[config.mk]
export PLATFORM = sky130hd
export DESIGN_NAME = mpu_pixel_feeder_flat
export DESIGN_NICKNAME = d
export VERILOG_FILES = /design/src/rtl/mpu_pixel_feeder_if.sv /design/src/rtl/mpu_pixel_feeder.sv /design/src/flat_wrapper.sv
export SDC_FILE = /design/constraint.sdc
export NUM_CORES = 2
export LEC_CHECK = 0
export ABC_CLOCK_PERIOD_IN_PS = 8200
export BUFFER_PORTS_ARGS = -buffer_cell sky130_fd_sc_hd__buf_2
export CAP_MARGIN = 20
export CELL_PAD_IN_SITES_DETAIL_PLACEMENT = 2
export CELL_PAD_IN_SITES_GLOBAL_PLACEMENT = 2
export CORE_MARGIN = 2
export CORE_UTILIZATION = 43
export DETAILED_ROUTE_END_ITERATION = 16
export PLACE_DENSITY_LB_ADDON = 0.1
export SETUP_SLACK_MARGIN = 0.15
export SYNTH_ARGS = -nofsm -noshare
export SYNTH_HDL_FRONTEND = slang
export SYNTH_SLANG_ARGS = --single-unit
[constraint.sdc]
create_clock -name i_sysclk -period 8.2 [get_ports i_sysclk]
set_input_delay 1.64 -clock i_sysclk [delete_from_list [all_inputs] [get_ports i_sysclk]]
set_output_delay 1.64 -clock i_sysclk [all_outputs]
set_load 0.02 [all_outputs]
[src/rtl/mpu_pixel_feeder_if.sv]
// Pixel feeder bus: the upstream valid/ready pixel port plus the MPU-engine de/rgb/ack port.
// With MPU_PIXEL_FEEDER_RGB565_EN defined, i_data is a 16-bit RGB565 pixel.
interface mpu_pixel_feeder_if #(
    parameter int IN_WIDTH   = 24,
    parameter int DATA_WIDTH = 24
);
`ifdef MPU_PIXEL_FEEDER_RGB565_EN
    logic [15:0]           i_data;
`else
    logic [IN_WIDTH-1:0]   i_data;
`endif
    logic                  i_valid;
    logic                  o_ready;
    logic                  o_de;
    logic [DATA_WIDTH-1:0] o_rgb;
    logic                  i_ack;

    modport master (
        output i_valid, i_data, i_ack,
        input  o_ready, o_de, o_rgb
    );

    modport slave (
        input  i_valid, i_data, i_ack,
        output o_ready, o_de, o_rgb
    );
endinterface

[src/rtl/mpu_pixel_feeder.sv]
// Show-ahead pixel FIFO and frame sequencer feeding the NT35510 MPU write engine.
// Optional RGB565->RGB888 expansion at FIFO write: macro MPU_PIXEL_FEEDER_RGB565_EN.
//
// state    | meaning
// S_IDLE   | waiting for MPU engine init
// S_ARMED  | buffering; o_de raised once START_LEVEL pixels are queued
// S_STREAM | frame in progress, counting acks up to the latched frame length
module mpu_pixel_feeder #(
    parameter int DATA_WIDTH  = 24,
    parameter int IN_WIDTH    = 24,
    parameter int FIFO_AW     = 6,
    parameter int START_LEVEL = 16,
    parameter int PCNT_WIDTH  = 19
) (
    input  logic                  i_sysclk,
    input  logic                  i_arstn,
    input  logic                  i_init_done,
    input  logic [PCNT_WIDTH-1:0] i_frame_pixels,
    input  logic                  i_flush,
    mpu_pixel_feeder_if.slave     px,
    output logic [FIFO_AW:0]      o_level,
    output logic                  o_frame_done,
    output logic                  o_underrun,
    output logic                  o_overflow,
    output logic [1:0]            o_state
);

    localparam logic [1:0] S_IDLE   = 2'd0;
    localparam logic [1:0] S_ARMED  = 2'd1;
    localparam logic [1:0] S_STREAM = 2'd2;
    localparam int DEPTH = 2 ** FIFO_AW;

    logic [DATA_WIDTH-1:0] mem [DEPTH];
    logic [FIFO_AW-1:0]    wr_ptr;
    logic [FIFO_AW-1:0]    rd_ptr;
    logic [FIFO_AW:0]      level;
    logic [DATA_WIDTH-1:0] rgb_q;
    logic [DATA_WIDTH-1:0] wr_data;
    logic                  full;
    logic                  empty;
    logic                  push;
    logic                  pop;

    logic [1:0]            state;
    logic [PCNT_WIDTH-1:0] pcnt;
    logic [PCNT_WIDTH-1:0] pcnt_inc;
    logic [PCNT_WIDTH-1:0] flen;
    logic                  done_q;
    logic                  de_q;
    logic                  underrun_q;
    logic                  overflow_q;

`ifdef MPU_PIXEL_FEEDER_RGB565_EN
    logic [4:0] r5;
    logic [5:0] g6;
    logic [4:0] b5;
    assign r5      = px.i_data[15:11];
    assign g6      = px.i_data[10:5];
    assign b5      = px.i_data[4:0];
    assign wr_data = DATA_WIDTH'({r5, r5[4:2], g6, g6[5:4], b5, b5[4:2]});
`else
    assign wr_data = DATA_WIDTH'(px.i_data);
`endif

    assign full     = (level == (FIFO_AW+1)'(DEPTH));
    assign empty    = (level == '0);
    assign push     = px.i_valid & ~full;
    assign pop      = px.i_ack & ~empty;
    assign pcnt_inc = pcnt + PCNT_WIDTH'(1);

    always_ff @(posedge i_sysclk) begin
        if (push && !i_flush) begin
            mem[wr_ptr] <= wr_data;
        end
    end

    // o_rgb is a register loaded with the new head, so it never reads a stale slot
    always_ff @(posedge i_sysclk or negedge i_arstn) begin
        if (!i_arstn) begin
            wr_ptr <= '0;
            rd_ptr <= '0;
            level  <= '0;
            rgb_q  <= '0;
        end else if (i_flush) begin
            wr_ptr <= '0;
            rd_ptr <= '0;
            level  <= '0;
        end else begin
            if (push) wr_ptr <= wr_ptr + FIFO_AW'(1);
            if (pop)  rd_ptr <= rd_ptr + FIFO_AW'(1);
            case ({push, pop})
                2'b10:   level <= level + (FIFO_AW+1)'(1);
                2'b01:   level <= level - (FIFO_AW+1)'(1);
                default: level <= level;
            endcase
            if (push && (empty || (pop && level == (FIFO_AW+1)'(1)))) begin
                rgb_q <= wr_data;
            end else if (pop && level > (FIFO_AW+1)'(1)) begin
                rgb_q <= mem[rd_ptr + FIFO_AW'(1)];
            end
        end
    end

    always_ff @(posedge i_sysclk or negedge i_arstn) begin
        if (!i_arstn) begin
            underrun_q <= 1'b0;
            overflow_q <= 1'b0;
        end else if (i_flush) begin
            underrun_q <= 1'b0;
            overflow_q <= 1'b0;
        end else begin
            if (px.i_ack && empty)  underrun_q <= 1'b1;
            if (px.i_valid && full) overflow_q <= 1'b1;
        end
    end

    // Underrun acks still advance pcnt so frame boundaries track the MPU engine
    always_ff @(posedge i_sysclk or negedge i_arstn) begin
        if (!i_arstn) begin
            state  <= S_IDLE;
            pcnt   <= '0;
            flen   <= '0;
            done_q <= 1'b0;
            de_q   <= 1'b0;
        end else if (i_flush) begin
            state  <= S_IDLE;
            pcnt   <= '0;
            flen   <= '0;
            done_q <= 1'b0;
            de_q   <= 1'b0;
        end else begin
            done_q <= 1'b0;
            de_q   <= (state == S_ARMED) && (level >= (FIFO_AW+1)'(START_LEVEL))
                      && i_init_done && !px.i_ack;
            case (state)
                S_IDLE: begin
                    if (i_init_done) state <= S_ARMED;
                end
                S_ARMED: begin
                    if (px.i_ack) begin
                        flen <= i_frame_pixels;
                        if (i_frame_pixels <= PCNT_WIDTH'(1)) begin
                            done_q <= 1'b1;
                            pcnt   <= '0;
                        end else begin
                            pcnt  <= PCNT_WIDTH'(1);
                            state <= S_STREAM;
                        end
                    end
                end
                S_STREAM: begin
                    if (px.i_ack) begin
                        if (pcnt_inc == flen) begin
                            done_q <= 1'b1;
                            pcnt   <= '0;
                            state  <= S_ARMED;
                        end else begin
                            pcnt <= pcnt_inc;
                        end
                    end
                end
                default: state <= S_IDLE;
            endcase
        end
    end

    assign px.o_ready   = ~full;
    assign px.o_de      = de_q;
    assign px.o_rgb     = rgb_q;
    assign o_level      = level;
    assign o_frame_done = done_q;
    assign o_underrun   = underrun_q;
    assign o_overflow   = overflow_q;
    assign o_state      = state;

endmodule
[src/flat_wrapper.sv]
// flat-port wrapper written by rule: the top's interface ports become plain ports
module mpu_pixel_feeder_flat 
#(
    parameter int DATA_WIDTH  = 24,
    parameter int IN_WIDTH    = 24,
    parameter int FIFO_AW     = 6,
    parameter int START_LEVEL = 16,
    parameter int PCNT_WIDTH  = 19
)
  (i_sysclk, i_arstn, i_init_done, i_frame_pixels, i_flush, o_level, o_frame_done, o_underrun, o_overflow, o_state, px_i_valid, px_i_data, px_i_ack, px_o_ready, px_o_de, px_o_rgb);
  mpu_pixel_feeder_if #(.IN_WIDTH(IN_WIDTH), .DATA_WIDTH(DATA_WIDTH)) px_i ();
  input  logic i_sysclk;
  input  logic i_arstn;
  input  logic i_init_done;
  input  logic [PCNT_WIDTH-1:0] i_frame_pixels;
  input  logic i_flush;
  output logic [FIFO_AW:0] o_level;
  output logic o_frame_done;
  output logic o_underrun;
  output logic o_overflow;
  output logic [1:0] o_state;
  input wire logic [$bits(px_i.i_valid)-1:0] px_i_valid;
  input wire logic [$bits(px_i.i_data)-1:0] px_i_data;
  input wire logic [$bits(px_i.i_ack)-1:0] px_i_ack;
  output wire logic [$bits(px_i.o_ready)-1:0] px_o_ready;
  output wire logic [$bits(px_i.o_de)-1:0] px_o_de;
  output wire logic [$bits(px_i.o_rgb)-1:0] px_o_rgb;
  assign px_i.i_valid = px_i_valid;
  assign px_i.i_data = px_i_data;
  assign px_i.i_ack = px_i_ack;
  assign px_o_ready = px_i.o_ready;
  assign px_o_de = px_i.o_de;
  assign px_o_rgb = px_i.o_rgb;
  mpu_pixel_feeder #(.DATA_WIDTH(DATA_WIDTH), .IN_WIDTH(IN_WIDTH), .FIFO_AW(FIFO_AW), .START_LEVEL(START_LEVEL), .PCNT_WIDTH(PCNT_WIDTH)) u_core (.i_sysclk(i_sysclk), .i_arstn(i_arstn), .i_init_done(i_init_done), .i_frame_pixels(i_frame_pixels), .i_flush(i_flush), .px(px_i), .o_level(o_level), .o_frame_done(o_frame_done), .o_underrun(o_underrun), .o_overflow(o_overflow), .o_state(o_state));
endmodule
==> summary.txt <==
status -> finished clean
via count -> 30,955
H-tree lvl count -> 4
Fmax -> 211 MHz
Worst Skew -> 25.4 ps
CTS sink cnt -> 1,623
share of synthesized flip-flops with an asynchronous set or reset -> 5.36%
syn nets -> 2,836
max_cap viols -> 0
hold bufs inserted after CTS -> 0
Pwr Density -> 314 mW/mm2
GPL Wtd Cong -> 0.774
core footprint -> 0.146 mm2
hold endpoint -> u_core.o_underrun
Post-Synthesis Cells -> 2,777
Hold Fails Final Rpt -> 0
Max Root-Sink Buffers -> 3
Worst R2R Start -> u_core.rd_ptr[0]
Die X -> 388 um
area grow syn2layout -> 14.3%
DIE AREA -> 0.150 mm2
Worst setup SP type -> flop
Critical Path AT -> 5380 ps
CTS clock-pin slew for the worst setup and hold paths -> 60 ps
Storage cell area -> 0.0483 mm2
fin nets -> 3,051
VDD IR-drop max -> 0.281 mV
vias in the first global route -> 33,823
DIE HEIGHT -> 388 um
Leak -> 22.7 nW
Residual DRC -> 0
Max FO, Critical Path -> 106
r2r setup slk -> 3460 ps
RSZ-0062 raised after global routing -> false
Hold Startpoint -> u_core.o_underrun
r2r endpoint -> u_core.px.o_rgb[2]
final antenna-violating net count -> 0
r2r worst-path depth -> 7
total wire length -> 190 mm
Tightest Pin Transition -> 1120 ps
largest net degree at the start of global routing -> 140
Crit Path Class -> reg -> reg
Initial Util -> 43.4%
WP data required -> 8830 ps
Via density -> 6.12
Post-Synthesis Cell Area -> 0.0634 mm2
drt wl/cell -> 37.5 um
final setup vio count -> 0
Period Utilization, post-route -> 57.8%
number of cell rows -> 140
Yosys cell types -> 63
Seq/Total Area, Yosys -> 76.2%
CTS root buffer -> clkbuf_16
Critical-path top delay cell -> dfrtp_4
global-route wire length before repair -> 267 mm
Final min period -> 4740 ps
Slew HR -> 25.3%
Synth Area per Inst -> 22.8 um2
io pins -> 87
layout cells sized above 1 -> 32.8%
ys flop type -> edfxtp_1
total grt overflow -> 0
Post-synth EDFFs -> 1,536
crit-path max cell delay -> 960 ps
TritonCTS clock tree -> done
multi-input combinational cell area -> 0.0148 mm2
post-DP HPWL -> 104 mm
filler instances -> 12,549
clk_lat worst skew -> 800 ps
critical path cell sequence -> buf_12 -> buf_4 -> mux4_2 -> mux4_2 -> mux4_2 -> mux2i_1 -> o21ai_0
initial antenna violation count -> 25
post-cts resize count -> 0
Design Power -> 22.7 mW
Iter 0 DRT Violations -> 3,012
CP Capture Type -> flop
worst hold path type -> reg -> reg
GRT Overall Usage -> 25.5%
IO Port Bufs -> 86
max-slew violation count -> 0
DRT Pass-1 Iters -> 5
Num CTS Buffers -> 171
Syn. warnings -> 0
Most common cell on crit path -> mux4_2
Setup Total Neg Slack -> 0 ps
Post-CTS Setup Inserts -> 0
Seq cells post-synth -> 1,623
WHS Path Cells -> 2
==> cells by family after synthesis <==
logic type	synth area share [%]
flops	76.2
compound gates	1.41
mux	18.3
xor+xnor	0.553
simple gates	2.18
buf+inv	1.08
fa+ha+maj	0.197
==> critical path, delay by kind of cell (launching register included) <==
kind                   cells  cell delay, ps
DFF                        1             960
buffers and inverters      2            1360
AOI/OAI and AO/OA          1             110
muxes                      4            1880
==> cells in the final DEF (no fill, tap or decap), types with 10 or more instances in the layout <==
| master | netlist | layout |
|---|---|---|
| edfxtp_1 | 1536 | 1536 |
| mux4_2 | 504 | 504 |
| clkbuf_16 | 0 | 173 |
| buf_4 | 0 | 100 |
| dfrtp_1 | 87 | 86 |
| buf_2 | 44 | 85 |
| nand2_1 | 61 | 61 |
| nor2_1 | 99 | 40 |
| nor2_4 | 0 | 40 |
| clkbuf_1 | 96 | 40 |
| o21ai_0 | 39 | 39 |
| clkinv_1 | 0 | 38 |
| clkinv_2 | 0 | 29 |
| mux2i_1 | 26 | 26 |
| a22o_1 | 26 | 26 |
| nand3_1 | 23 | 23 |
| nor2_2 | 0 | 19 |
| xor2_1 | 21 | 18 |
| xnor2_1 | 19 | 18 |
| nand4_1 | 15 | 15 |
| a21oi_1 | 17 | 15 |
| inv_1 | 14 | 14 |
| bufinv_16 | 0 | 14 |
| or2_2 | 10 | 10 |
==> per-stage QoR <==
stage / worst slack (ps) / hold WS, ps / cell area [um2] / instances / utilization [%]
floorplan: 2950 / 492 / 63400 / 2777 / -
global placement: 3480 / 474 / 66900 / 4733 / 45.8
detailed placement: 3380 / 505 / 66900 / 4734 / 45.9
CTS: 3360 / 520 / 72400 / 5049 / 49.6
global route: 3070 / 559 / 72400 / 5051 / 49.6
finish: 3460 / 518 / 72400 / 5055 / 49.6
==> registers in the layout, indices dropped and copies added, names as in the netlist <==
signal / cells
u_core.px.o_rgb: 24
u_core.rd_ptr: 6
u_core.pcnt: 19
u_core.flen: 19
u_core.o_level: 7
u_core.o_overflow: 1
u_core.px.o_de: 1
u_core.o_state: 2
u_core.wr_ptr: 6
u_core.o_frame_done: 1
u_core.mem: 1536
u_core.o_underrun: 1
==> metal layers <==
metal  GRT usage (%)  wire, um  part of all wire (%)
met5               0        65                 0.034
met4            6.75      4480                   2.4
met3            4.32     13100                   6.9
met2            42.4     94900                    50
met1            35.1     77100                    41
==> synthesized netlist by cell type, types with 6 or more instances <==
cell / count / share of area, %
edfxtp_1: 1536 / 73
mux4_2: 504 / 18
nor2_1: 99 / 0.59
clkbuf_1: 96 / 0.57
dfrtp_1: 87 / 3.4
nand2_1: 61 / 0.36
buf_2: 44 / 0.35
o21ai_0: 39 / 0.31
a22o_1: 26 / 0.36
mux2i_1: 26 / 0.41
nand3_1: 23 / 0.18
xor2_1: 21 / 0.29
xnor2_1: 19 / 0.26
a21oi_1: 17 / 0.13
nand4_1: 15 / 0.15
inv_1: 14 / 0.083
buf_1: 11 / 0.065
ha_1: 10 / 0.20
or2_2: 10 / 0.099
a21o_1: 9 / 0.11
and3_1: 9 / 0.089
nor4_1: 8 / 0.079
nor3_1: 7 / 0.055
nand2b_1: 6 / 0.059
nand3b_1: 6 / 0.071
==> report_power, final <==
part | switching [mW] | total, mW | leakage [nW] | internal (mW)
clock | 3.26 | 7.59 | 2.65 | 4.34
sequential | 0.246 | 9.42 | 15.0 | 9.18
combinational | 3.04 | 5.71 | 5.09 | 2.67
==> worst max path at each step <==
stage	from	endpoint	slack (ps)	depth (start not counted)
floorplan	i_flush	u_core.mem[57][0]	2950	3
global placement	u_core.rd_ptr[0]	u_core.px.o_rgb[2]	3480	7
detailed placement	u_core.rd_ptr[0]	u_core.px.o_rgb[2]	3380	7
CTS	u_core.rd_ptr[0]	u_core.px.o_rgb[4]	3360	7
global route	u_core.rd_ptr[0]	u_core.px.o_rgb[2]	3070	7
finish	u_core.rd_ptr[0]	u_core.px.o_rgb[2]	3460	7
==> layout make-up <==
| cell class | count | area share [%] |
|---|---|---|
| Timing Repair Buffer | 194 | 1.88 |
| Clock buffer | 214 | 6.21 |
| Tap cell | 1917 | 3.31 |
| Inverter | 14 | 0.0726 |
| Multi-Input combinational cell | 988 | 20.5 |
| Antenna cell | 4 | 0.0138 |
| Sequential cell | 1623 | 66.7 |
| Clock inverter | 101 | 1.31 |
Note: power is estimated with default switching activity, not from simulation.
